<file path="config.mk">
export PLATFORM = sky130hd
export DESIGN_NAME = rst_sequencer
export DESIGN_NICKNAME = d
export VERILOG_FILES = /design/src/rtl/rst_pkg.sv /design/src/rtl/rst_sync_chain.sv /design/src/rtl/rst_sequencer.sv
export SDC_FILE = /design/constraint.sdc
export NUM_CORES = 1
export LEC_CHECK = 0
export ABC_AREA = 1
export BUFFER_PORTS_ARGS = -buffer_cell sky130_fd_sc_hd__buf_2
export CORE_MARGIN = 2
export CORE_UTILIZATION = 55
export CTS_CLUSTER_DIAMETER = 200
export DETAILED_ROUTE_END_ITERATION = 8
export PLACE_DENSITY_LB_ADDON = 0.2
export SKIP_CTS_REPAIR_TIMING = 1
export SYNTH_ARGS = -nofsm -noshare
export SYNTH_HDL_FRONTEND = slang
export SYNTH_HIERARCHICAL = 1
export SYNTH_SLANG_ARGS = --single-unit
</file>
<file path="constraint.sdc">
create_clock -name CLK -period 1.84 [get_ports CLK]
set_clock_uncertainty 0.05 [all_clocks]
set_input_delay 0.184 -clock CLK [delete_from_list [all_inputs] [get_ports CLK]]
set_output_delay 0.184 -clock CLK [all_outputs]
set_load 0.01 [all_outputs]
</file>
<file path="src/rtl/rst_pkg.sv">
// rst_pkg: shared state encoding and width helper for the reset sequencer
package rst_pkg;

    typedef enum logic [1:0] {
        ASSERT  = 2'd0,
        RELEASE = 2'd1,
        DONE    = 2'd2
    } state_t;

    // Bits needed to hold values 0..n-1, never less than one bit
    function automatic int width_of(input int n);
        return (n > 1) ? $clog2(n) : 1;
    endfunction

endpackage

</file>
<file path="src/rtl/rst_sync_chain.sv">
// rst_sync_chain: async-assert, sync-deassert reset synchroniser
module rst_sync_chain #(
    parameter int NUM_STAGES = 3
) (
    input  logic CLK,
    input  logic RST,
    output logic rst_s
);

    logic [NUM_STAGES-1:0] q;

    // Every stage is set by RST and shifts in zeros once RST is gone
    always_ff @(posedge CLK or posedge RST) begin
        if (RST)
            q <= '1;
        else
            q <= {q[NUM_STAGES-2:0], 1'b0};
    end

    assign rst_s = q[NUM_STAGES-1];

endmodule

</file>
<file path="src/rtl/rst_sequencer.sv">
// rst_sequencer: synchronised, stretched and staggered multi-channel reset release
module rst_sequencer
    import rst_pkg::*;
#(
    parameter int NUM_STAGES = 3,
    parameter int NUM_CH     = 4,
    parameter int MIN_ASSERT = 16,
    parameter int STAGGER    = 8
) (
    input  logic              CLK,
    input  logic              RST,
    input  logic              SW_RST_REQ,
    input  logic              HOLD,
    output logic [NUM_CH-1:0] SYNC_RST,
    output logic              RST_DONE,
    output logic              BUSY
);

    localparam int CW = width_of(MIN_ASSERT > STAGGER ? MIN_ASSERT : STAGGER);
    localparam int IW = width_of(NUM_CH);
    localparam logic [CW-1:0] CNT_MIN  = CW'(MIN_ASSERT - 1);
    localparam logic [CW-1:0] CNT_STG  = CW'(STAGGER - 1);
    localparam logic [IW-1:0] IDX_LAST = IW'(NUM_CH - 1);

    logic              rst_s;
    state_t            state, state_d;
    logic [CW-1:0]     cnt, cnt_d;
    logic [IW-1:0]     idx, idx_d;
    logic [NUM_CH-1:0] sync_d;
    logic              done_d;

    rst_sync_chain #(.NUM_STAGES(NUM_STAGES)) u_sync (
        .CLK   (CLK),
        .RST   (RST),
        .rst_s (rst_s)
    );

    // State, counters and outputs; RST forces everything back to fully asserted
    always_ff @(posedge CLK or posedge RST) begin
        if (RST) begin
            state    <= ASSERT;
            cnt      <= '0;
            idx      <= '0;
            SYNC_RST <= '1;
            RST_DONE <= 1'b0;
        end else begin
            state    <= state_d;
            cnt      <= cnt_d;
            idx      <= idx_d;
            SYNC_RST <= sync_d;
            RST_DONE <= done_d;
        end
    end

    // Stretch, then release one channel per stagger period; software request restarts
    always_comb begin
        state_d = state;
        cnt_d   = cnt;
        idx_d   = idx;
        sync_d  = SYNC_RST;
        done_d  = RST_DONE;
        if (SW_RST_REQ) begin
            state_d = ASSERT;
            cnt_d   = '0;
            idx_d   = '0;
            sync_d  = '1;
            done_d  = 1'b0;
        end else begin
            case (state)
                ASSERT: begin
                    if (rst_s) begin
                        cnt_d = '0;
                    end else if (cnt == CNT_MIN) begin
                        sync_d[0] = 1'b0;
                        cnt_d     = '0;
                        idx_d     = IW'(1);
                        state_d   = (NUM_CH == 1) ? DONE : RELEASE;
                        done_d    = (NUM_CH == 1);
                    end else begin
                        cnt_d = cnt + CW'(1);
                    end
                end
                RELEASE: begin
                    if (!HOLD) begin
                        if (cnt == CNT_STG) begin
                            sync_d[idx] = 1'b0;
                            cnt_d       = '0;
                            idx_d       = idx + IW'(1);
                            state_d     = (idx == IDX_LAST) ? DONE : RELEASE;
                            done_d      = (idx == IDX_LAST);
                        end else begin
                            cnt_d = cnt + CW'(1);
                        end
                    end
                end
                default: ;
            endcase
        end
    end

    assign BUSY = (state != DONE);

endmodule
</file>
Yosys cells after proc, flatten, opt, wreduce, memory -nomap -nowiden. Index checks and enable logic that the tools add are counted.

Register bits after elaboration: 16. Input port bits: 4. Output and inout bits: 6. Word-level logic and storage cells: 61.

$add $sub $neg: 2. $lt $le $gt $ge: 2. Equal/unequal tests: 10. Muxes and demuxes: 30. Bitwise gates (word level): 2. Reductions and logical operators: 8.

Operator list (number): $mux W4 (8); $mux W2 (9); $ne A3 B3 Y1 const B (4); $pmux W2 S2 (2); $pmux W4 S2 (1); $mux W1 (6); $reduce_and A5 Y1 (1); $add A4 B1 Y4 const B (1); $and A4 B4 Y4 (1); $eq A4 B3 Y1 const B (1); $eq A4 B4 Y1 const B (1); $ne A2 B2 Y1 const B (2); $not A4 Y4 (1); $pmux W1 S2 (2); $reduce_bool A2 Y1 (2); $lt A2 B3 Y1 const B (1); $mux W3 (1); $reduce_and A3 Y1 (1); $reduce_bool A3 Y1 (1); $add A2 B1 Y2 const B (1); $demux W1 S2 (1); $eq A2 B1 Y1 const B (1); $eq A2 B2 Y1 const B (1); $ge A2 B1 Y1 const B (1); 3 further kinds (3).

Depth between registers and ports, before layout. Gate-level depths: netlist of the first run.

Depth in word-level cells: 10. Mapped depth: 8. Gate-level depth less buffers: 8.

Hierarchy. The synthesis of the first run kept the hierarchy.

By module, submodules not included: rst_sequencer (times used 1, cells an instance 104, area each 794.5 um^2, sequential area each 305.3 um^2); rst_sync_chain (times used 1, cells an instance 5, area each 86.3 um^2, sequential area each 78.8 um^2).

Least setup slack after synthesis of the first run. Ideal clock, no wire load.

Path kind: reg2reg. Start point: register cnt[0]. End point: register state[0]. Library setup time: 0.119 ns. Arrival: 1.211 ns. Data required time: 1.671 ns. Path slack: 0.460 ns. Stages on the path, launching flop included: 9. Path buffers: 0. Period minus slack after synthesis: 1.380 ns. Cell sequence: dfrtp_1 ha_1 nand2_2 nor2_1 nand2_1 nand3_1 nand3_4 nand2_1 nand2_1.

Cells in the longest elaborated chain, start to end: 3. Elaborated cells between the ends (all ways): 5. Classes of those cells: eq/ne: 4; reduce/logical: 1.

Ends and longest elaborated chain: from (decl) (RTL line rst_sequencer.sv:27) `logic [CW-1:0] cnt, cnt_d;`; from (signal assigned) (RTL line rst_sequencer.sv:48) `cnt <= cnt_d;`; $eq A4 B3 Y1 or $eq A4 B4 Y1 (tied branches) (RTL line rst_sequencer.sv:85, rst_sequencer.sv:73); $ne A3 B3 Y1 (no source line); $reduce_and A5 Y1 (no source line) (*); to (signal assigned) (RTL line rst_sequencer.sv:47) `state <= state_d;`; to (decl) (RTL line rst_sequencer.sv:26) `state_t state, state_d;`.

Every way passes the cells marked *; elsewhere a longest branch is shown, timed or not. A chain may end at the register's enable or synchronous reset.

Worst setup path in the final report of the first run.
Start point: register cnt[0]. End point: register idx[1].

Cells in the longest elaborated chain, start to end: 3. Elaborated cells between the ends (all ways): 5. Classes of those cells: eq/ne: 4; reduce/logical: 1.

Ends and longest elaborated chain: $eq A4 B3 Y1 or $eq A4 B4 Y1 (tied branches) (RTL line rst_sequencer.sv:85, rst_sequencer.sv:73); $ne A3 B3 Y1 (no source line); $reduce_and A5 Y1 (no source line) (*); to (signal assigned) (RTL line rst_sequencer.sv:49) `idx <= idx_d;`; to (decl) (RTL line rst_sequencer.sv:28) `logic [IW-1:0] idx, idx_d;`.

Marked as above.

==> results_dict.tcl, run 1 <==
set metrics [dict create \
    outcome "finished clean" \
    clock_path_buffers 2 \
    synth_top_area_share_pct 22.73 \
    rows 14 \
    drt_iter0_drc 18 \
    place.gp.congestion 0.8536 \
    crit_family "simple AND/OR/NAND/NOR gates" \
    cts_tree "yes" \
    post_synth_mux_area_share_pct 0 \
    clk_root_buffer_cell "sky130_fd_sc_hd__clkbuf_4" \
    crit_path_top_delay_cell "sky130_fd_sc_hd__dfrtp_1" \
    required_ns 1.97 \
    power_leakage_uw 0.0005059 \
    gr-usage-all-layers_pct 20.31 \
    layout.nets 133 \
    yosys.cell_types.count 21 \
    cp_slowest_stage_delay_ns 0.43 \
    synth_top_cells_by_area "sky130_fd_sc_hd__dfrtp_1 23%, sky130_fd_sc_hd__dfstp_2 21%, sky130_fd_sc_hd__nand2_1 14%, sky130_fd_sc_hd__ha_1 7.1%, sky130_fd_sc_hd__inv_1 6.8%" \
    area_taken_by_flip_flops_and_latches_um2 384.1 \
    chipWidth_um 44.02 \
    drt_first_pass_iters 4 \
    first_global_vias 676 \
    synth_area_um2 880.8 \
    number_of_buffers_added_on_ports 9 \
    detailed_place_hpwl_um 1251 \
    synth-edff-count 0 \
    fill_cells 127 \
    multiInputGateArea_um2 420.4 \
    critPathKind "flip-flop to flip-flop" \
    worst_setup_path_start_kind "flip-flop" \
    initial_utilization_pct 58.47 \
    ys_seq_area_share_pct 43.61 \
    layout_worst_path_cycle_share_pct 83.71 \
    cts.sink_count 15 \
    floorplan.die.height_um 44.02 \
    cts.clk_slew.worst_paths_ns 0.09 \
    finalSetupViolations 0 \
    min_period_ns 1.540 \
    antenna_cells 0 \
    synth-seq-cells 15 \
    final_layout_size_suffix_gt1_share_pct 25.20 \
    routed_wirelength_um 1664 \
    detail_route.vias_per_cell 5.259 \
    final-hold-violation-count 0 \
    reg2reg_setup_slack_ns 0.30 \
    core_area_um2 1506 \
    cp_cell_sequence "ha_1 > nand2_2 > nor2_2 > nor2_1 > nand2_1 > nand3_4 > nand2_1 > nand2_1" \
    avgRoutedWirePerCell_um 11.97 \
    fin_setup_tns_ns 0 \
    synthesis.instances 109 \
    syn_nets 118 \
    power-per-cell-area_nw_per_um2 1064 \
    layout-area-overhead-vs-synth_pct 11.51 \
    unrepaired_setup_endpoints_after_global_routing "false" \
    synth_top_family_by_area "simple AND/OR/NAND/NOR gates" \
    globalRouteOverflowTotal 0 \
    grt_antenna_before_repair 0 \
    endpoint_kind "flip-flop" \
    yosys_warnings 6 \
    ys_dominant_reg_cell "sky130_fd_sc_hd__dfrtp_1" \
    cts_inserted_buffers 3 \
    maximum_achievable_frequency_ghz 0.6492 \
    post-layout-total-power_uw 1045 \
    synth-adder-area-share_pct 7.102 \
    cp.buffers_inverters 0 \
    fraction_of_registers_with_async_set_or_reset_after_synthesis_pct 100.0 \
    h_tree_levels 1 \
    syn_area_per_cell_um2 8.081 \
    worst_hold_path_type "primary input to flip-flop" \
    synthDominantAreaCellType "sky130_fd_sc_hd__dfrtp_1" \
    post_synth_xor_area_fraction_pct 0 \
    critical_path.max_fanout 6 \
    synth_simple_gate_area_share_pct 34.38 \
    drv_slew 0 \
    grt_start_max_net_pins 13 \
    remaining_drc_errors 0 \
    synth_compound_gate_area_share_pct 5.824 \
    most_frequently_used_cell_type_in_the_post_synthesis_netlist "sky130_fd_sc_hd__nand2_1" \
    drt.antenna.violating_nets 0 \
    design.die.area_um2 1938 \
    data_arrival_time_of_the_worst_path_ns 1.67 \
    worst_path_most_repeated_cell "sky130_fd_sc_hd__nand2_1" \
    count_of_boundary_i_o_pins 10 \
    maxCapViolCount 0 \
    vias 731 \
    synth_commonest_cells "32 x sky130_fd_sc_hd__nand2_1, 16 x sky130_fd_sc_hd__inv_1, 8 x sky130_fd_sc_hd__dfrtp_1, 8 x sky130_fd_sc_hd__nand4_1" \
    ir_worst_vdd_uv 652.8 \
    insertion_delay_ns 0.29 \
    grt_pass1_wl_um 2932 \
]
-- cell usage in the layout, fill, tap and decap left out, types with 2 or more instances in the layout --
| master | netlist | layout |
|---|---|---|
| sky130_fd_sc_hd__buf_2 | 0 | 9 |
| sky130_fd_sc_hd__clkbuf_4 | 0 | 3 |
| sky130_fd_sc_hd__dfrtp_1 | 8 | 8 |
| sky130_fd_sc_hd__dfstp_2 | 7 | 7 |
| sky130_fd_sc_hd__ha_1 | 5 | 5 |
| sky130_fd_sc_hd__inv_1 | 16 | 16 |
| sky130_fd_sc_hd__inv_2 | 2 | 2 |
| sky130_fd_sc_hd__nand2_1 | 32 | 32 |
| sky130_fd_sc_hd__nand3_1 | 5 | 5 |
| sky130_fd_sc_hd__nand3b_1 | 2 | 2 |
| sky130_fd_sc_hd__nand4_1 | 8 | 8 |
| sky130_fd_sc_hd__nor2_1 | 7 | 7 |
| sky130_fd_sc_hd__o21ai_0 | 5 | 5 |
| sky130_fd_sc_hd__o21ai_2 | 3 | 3 |
-- cell type report --
| cell class | count | share of cell area, % |
|---|---|---|
| clock buffers | 4 | 2.675 |
| inverters | 19 | 7.771 |
| multi-input cells | 75 | 42.80 |
| flip-flops and latches | 15 | 39.11 |
| well taps | 16 | 2.038 |
| repair buffers | 10 | 5.605 |
-- registers in the layout, indices dropped and copies added, names as in the netlist --
name,count
u_sync/q,3
RST_DONE,1
cnt,4
SYNC_RST,4
state,1
idx,2
-- worst paths after layout --
| path | start | endpoint | cells past startpoint |
|---|---|---|---|
| worst min-delay path | SW_RST_REQ | SYNC_RST[3] | 3 |
| worst min register to register | u_sync/q[1] | u_sync/q[2] | 0 |
| max in group asynchronous | RST | SYNC_RST[0] | 3 |
| min in group asynchronous | RST | cnt[3] | 3 |
| worst max register to register | cnt[0] | idx[1] | 8 |
| worst max-delay path | cnt[0] | idx[1] | 8 |
-- cells by family after synthesis --
family,Yosys count
and+or+nand+nor,61
buffers and inverters,19
DFF,15
adders and majority gates,5
AOI/OAI and AO/OA,8
other,1
-- layer usage --
metal	track usage, %	wire, um
met4	9.091	22
met3	2.857	102
met2	31.47	751
met5	0	0
met1	28.38	787
-- through the flow --
stage	area (um2)	setup WS, ns	hold WS (ns)	utilization (%)	cells
2_1_floorplan	880.8	0.4601	-0.004164	-	109
5_1_grt	982.2	0.1691	0.1985	65.20	139
3_5_place_dp	945.9	0.3302	0.1845	62.79	134
6_report	982.2	0.2997	0.1881	65.20	139
4_1_cts	972.2	0.3177	-0.1293	64.53	138
3_3_place_gp	945.9	0.3792	0.1795	62.79	134
-- where the power goes --
part | leakage, uW | internal (uW) | switching, uW
Sequential | 0.000180 | 404 | 72.4
Combinational | 0.000311 | 133 | 241
Clock | 0.0000150 | 84.3 | 111
Total | 0.000506 | 621 | 424
-- tightest hold or removal path: stages --
cell and delay (ns):
sky130_fd_sc_hd__buf_2 0.14, sky130_fd_sc_hd__inv_2 0.10, sky130_fd_sc_hd__nand2_1 0.08
Power figures use the tool's default switching activity.
==> run 2: changes to the inputs <==
--- a/config.mk
+++ b/config.mk
@@ -8,7 +8,7 @@
 export ABC_AREA = 1
 export BUFFER_PORTS_ARGS = -buffer_cell sky130_fd_sc_hd__buf_2
 export CORE_MARGIN = 2
-export CORE_UTILIZATION = 55
+export CORE_UTILIZATION = 50
 export CTS_CLUSTER_DIAMETER = 200
 export DETAILED_ROUTE_END_ITERATION = 8
 export PLACE_DENSITY_LB_ADDON = 0.2
==> constraint.sdc (replaced) <==
create_clock -name CLK -period 1.3 [get_ports CLK]
set_clock_uncertainty 0.05 [all_clocks]
set_input_delay 0.13 -clock CLK [delete_from_list [all_inputs] [get_ports CLK]]
set_output_delay 0.13 -clock CLK [all_outputs]
set_load 0.01 [all_outputs]
==> results_dict.tcl, run 2 (synthesized netlist as in run 1, its figures left out) <==
set metrics [dict create \
    outcome "finished, violations left" \
    violated_checks "negative setup slack" \
    first_global_vias 714 \
    drt_first_pass_iters 4 \
    maxCapViolCount 0 \
    core_area_um2 1689 \
    h_tree_levels 1 \
    drt.antenna.violating_nets 0 \
    antenna_cells 0 \
    cts.sink_count 15 \
    avgRoutedWirePerCell_um 12.82 \
    detailed_place_hpwl_um 1294 \
    final_cell_mix "26 x sky130_fd_sc_hd__nand2_1, 16 x sky130_fd_sc_hd__inv_1, 9 x sky130_fd_sc_hd__buf_2, 8 x sky130_fd_sc_hd__nand4_1" \
    final_common_cell "sky130_fd_sc_hd__nand2_1" \
    vias 756 \
    layout_worst_path_cycle_share_pct 108.7 \
    globalRouteOverflowTotal 0 \
    power-per-cell-area_nw_per_um2 1478 \
    detailroute.wirelength.met3_um 52 \
    fill_cells 143 \
    drt_iter0_drc 11 \
    data_arrival_time_of_the_worst_path_ns 1.55 \
    maximum_achievable_frequency_ghz 0.7074 \
    routed_wirelength_um 1859 \
    clk_root_buffer_cell "sky130_fd_sc_hd__clkbuf_4" \
    finalSetupViolations 9 \
    place.gp.congestion 0.8329 \
    gr-usage-all-layers_pct 20.21 \
    design.die.area_um2 2113 \
    worst_setup_path_start_kind "flip-flop" \
    power_leakage_uw 0.0005505 \
    layout.nets 138 \
    remaining_drc_errors 0 \
    critical_path.max_fanout 6 \
    min_period_ns 1.414 \
    routed-wl-met2_um 849 \
    final-hold-violation-count 0 \
    place_area_um2 987.2 \
    floorplan.die.height_um 45.97 \
    initial_utilization_pct 52.15 \
    postLayoutCellArea_um2 1081 \
    chipWidth_um 45.97 \
    endpoint_kind "flip-flop" \
    grt_start_max_net_pins 13 \
    drv_slew 0 \
    met1_length_um 914 \
    rows 15 \
    final_layout_size_suffix_gt1_share_pct 39.06 \
    top_layer "met4" \
    post-route-util_pct 64.00 \
    insertion_delay_ns 0.29 \
    grt_antenna_before_repair 0 \
    critPathKind "flip-flop to flip-flop" \
    cts_inserted_buffers 3 \
    detail_route.vias_per_cell 5.214 \
    clock_path_buffers 2 \
    count_of_boundary_i_o_pins 10 \
    unrepaired_setup_endpoints_after_global_routing "true" \
    worst_hold_path_type "primary input to flip-flop" \
    grt_pass1_wl_um 3036 \
    slack_of_the_critical_path_ns -0.1137 \
    layout-area-overhead-vs-synth_pct 22.73 \
    number_of_buffers_added_on_ports 9 \
    cts.clk_slew.worst_paths_ns 0.09 \
    required_ns 1.44 \
    cts_tree "yes" \
    ir_worst_vdd_uv 853.4 \
    layout_top_registers "SYNC_RST (4), cnt (4), u_sync/q (3)" \
]
run 2: changes by cell type in the layout (fill, tap and decap cells not counted), sizes merged:
cell,before,now
clkinv,0,1
clkbuf,4,3
buf,9,14
run 2: area by class of cell:
class                           count  area, um2  area share, %
Clock buffer                        3      22.52          2.083
Clock inverter                      1      5.005         0.4630
Inverter                           19      76.32          7.060
Multi-Input combinational cell     75      478.0          44.21
Sequential cell                    15      385.4          35.65
Tap cell                           17      21.27          1.968
Timing Repair Buffer               15      92.59          8.565
run 2: final timing paths:
kind | from | to | slack (ns) | cells past startpoint
worst max-delay path | cnt[0] | idx[0] | -0.11 | 8
worst min-delay path | HOLD | SYNC_RST[3] | 0.15 | 4
worst max register to register | cnt[0] | idx[0] | -0.11 | 8
worst min register to register | u_sync/q[1] | u_sync/q[2] | 0.31 | 0
max in group asynchronous | RST | SYNC_RST[3] | 0.50 | 3
min in group asynchronous | RST | cnt[0] | 0.35 | 3
run 2: where the power goes:
group          internal, uW  switching [uW]
clock network           115             163
logic                   244             405
registers               572            99.5
total                   930             668
run 2: critical path: stages (launching register included):
cell and delay, ns:
sky130_fd_sc_hd__dfrtp_1 0.37, sky130_fd_sc_hd__ha_2 0.22, sky130_fd_sc_hd__nand2_4 0.08, sky130_fd_sc_hd__nor2_4 0.14
sky130_fd_sc_hd__nor2_1 0.06, sky130_fd_sc_hd__nand2_2 0.14, sky130_fd_sc_hd__nand3_4 0.12, sky130_fd_sc_hd__nand2_2 0.08
sky130_fd_sc_hd__nand2_1 0.06
run 2: per-layer routing:
layer / GRT usage (%) / up-vias
met2: 30.28 / 17
met4: 10.86 / 0
met5: 0 / -
met3: 2.381 / 5
li1: - / 384
met1: 28.15 / 350
run 2: per-stage QoR:
step | setup slack (ns) | std cells | TNS (ns) | hold WS (ns) | total power, uW
3_5_place_dp | -0.08164 | 139 | -0.4298 | 0.1347 | 1246
5_1_grt | -0.2072 | 145 | -1.580 | 0.1723 | 1712
6_report | -0.1137 | 145 | -0.7069 | 0.1497 | 1598
3_3_place_gp | -0.03014 | 139 | -0.1616 | 0.1296 | 1231
2_1_floorplan | -0.04447 | 109 | -0.1334 | -0.05816 | 1073
4_1_cts | -0.09593 | 143 | -0.5817 | -0.1784 | 1520
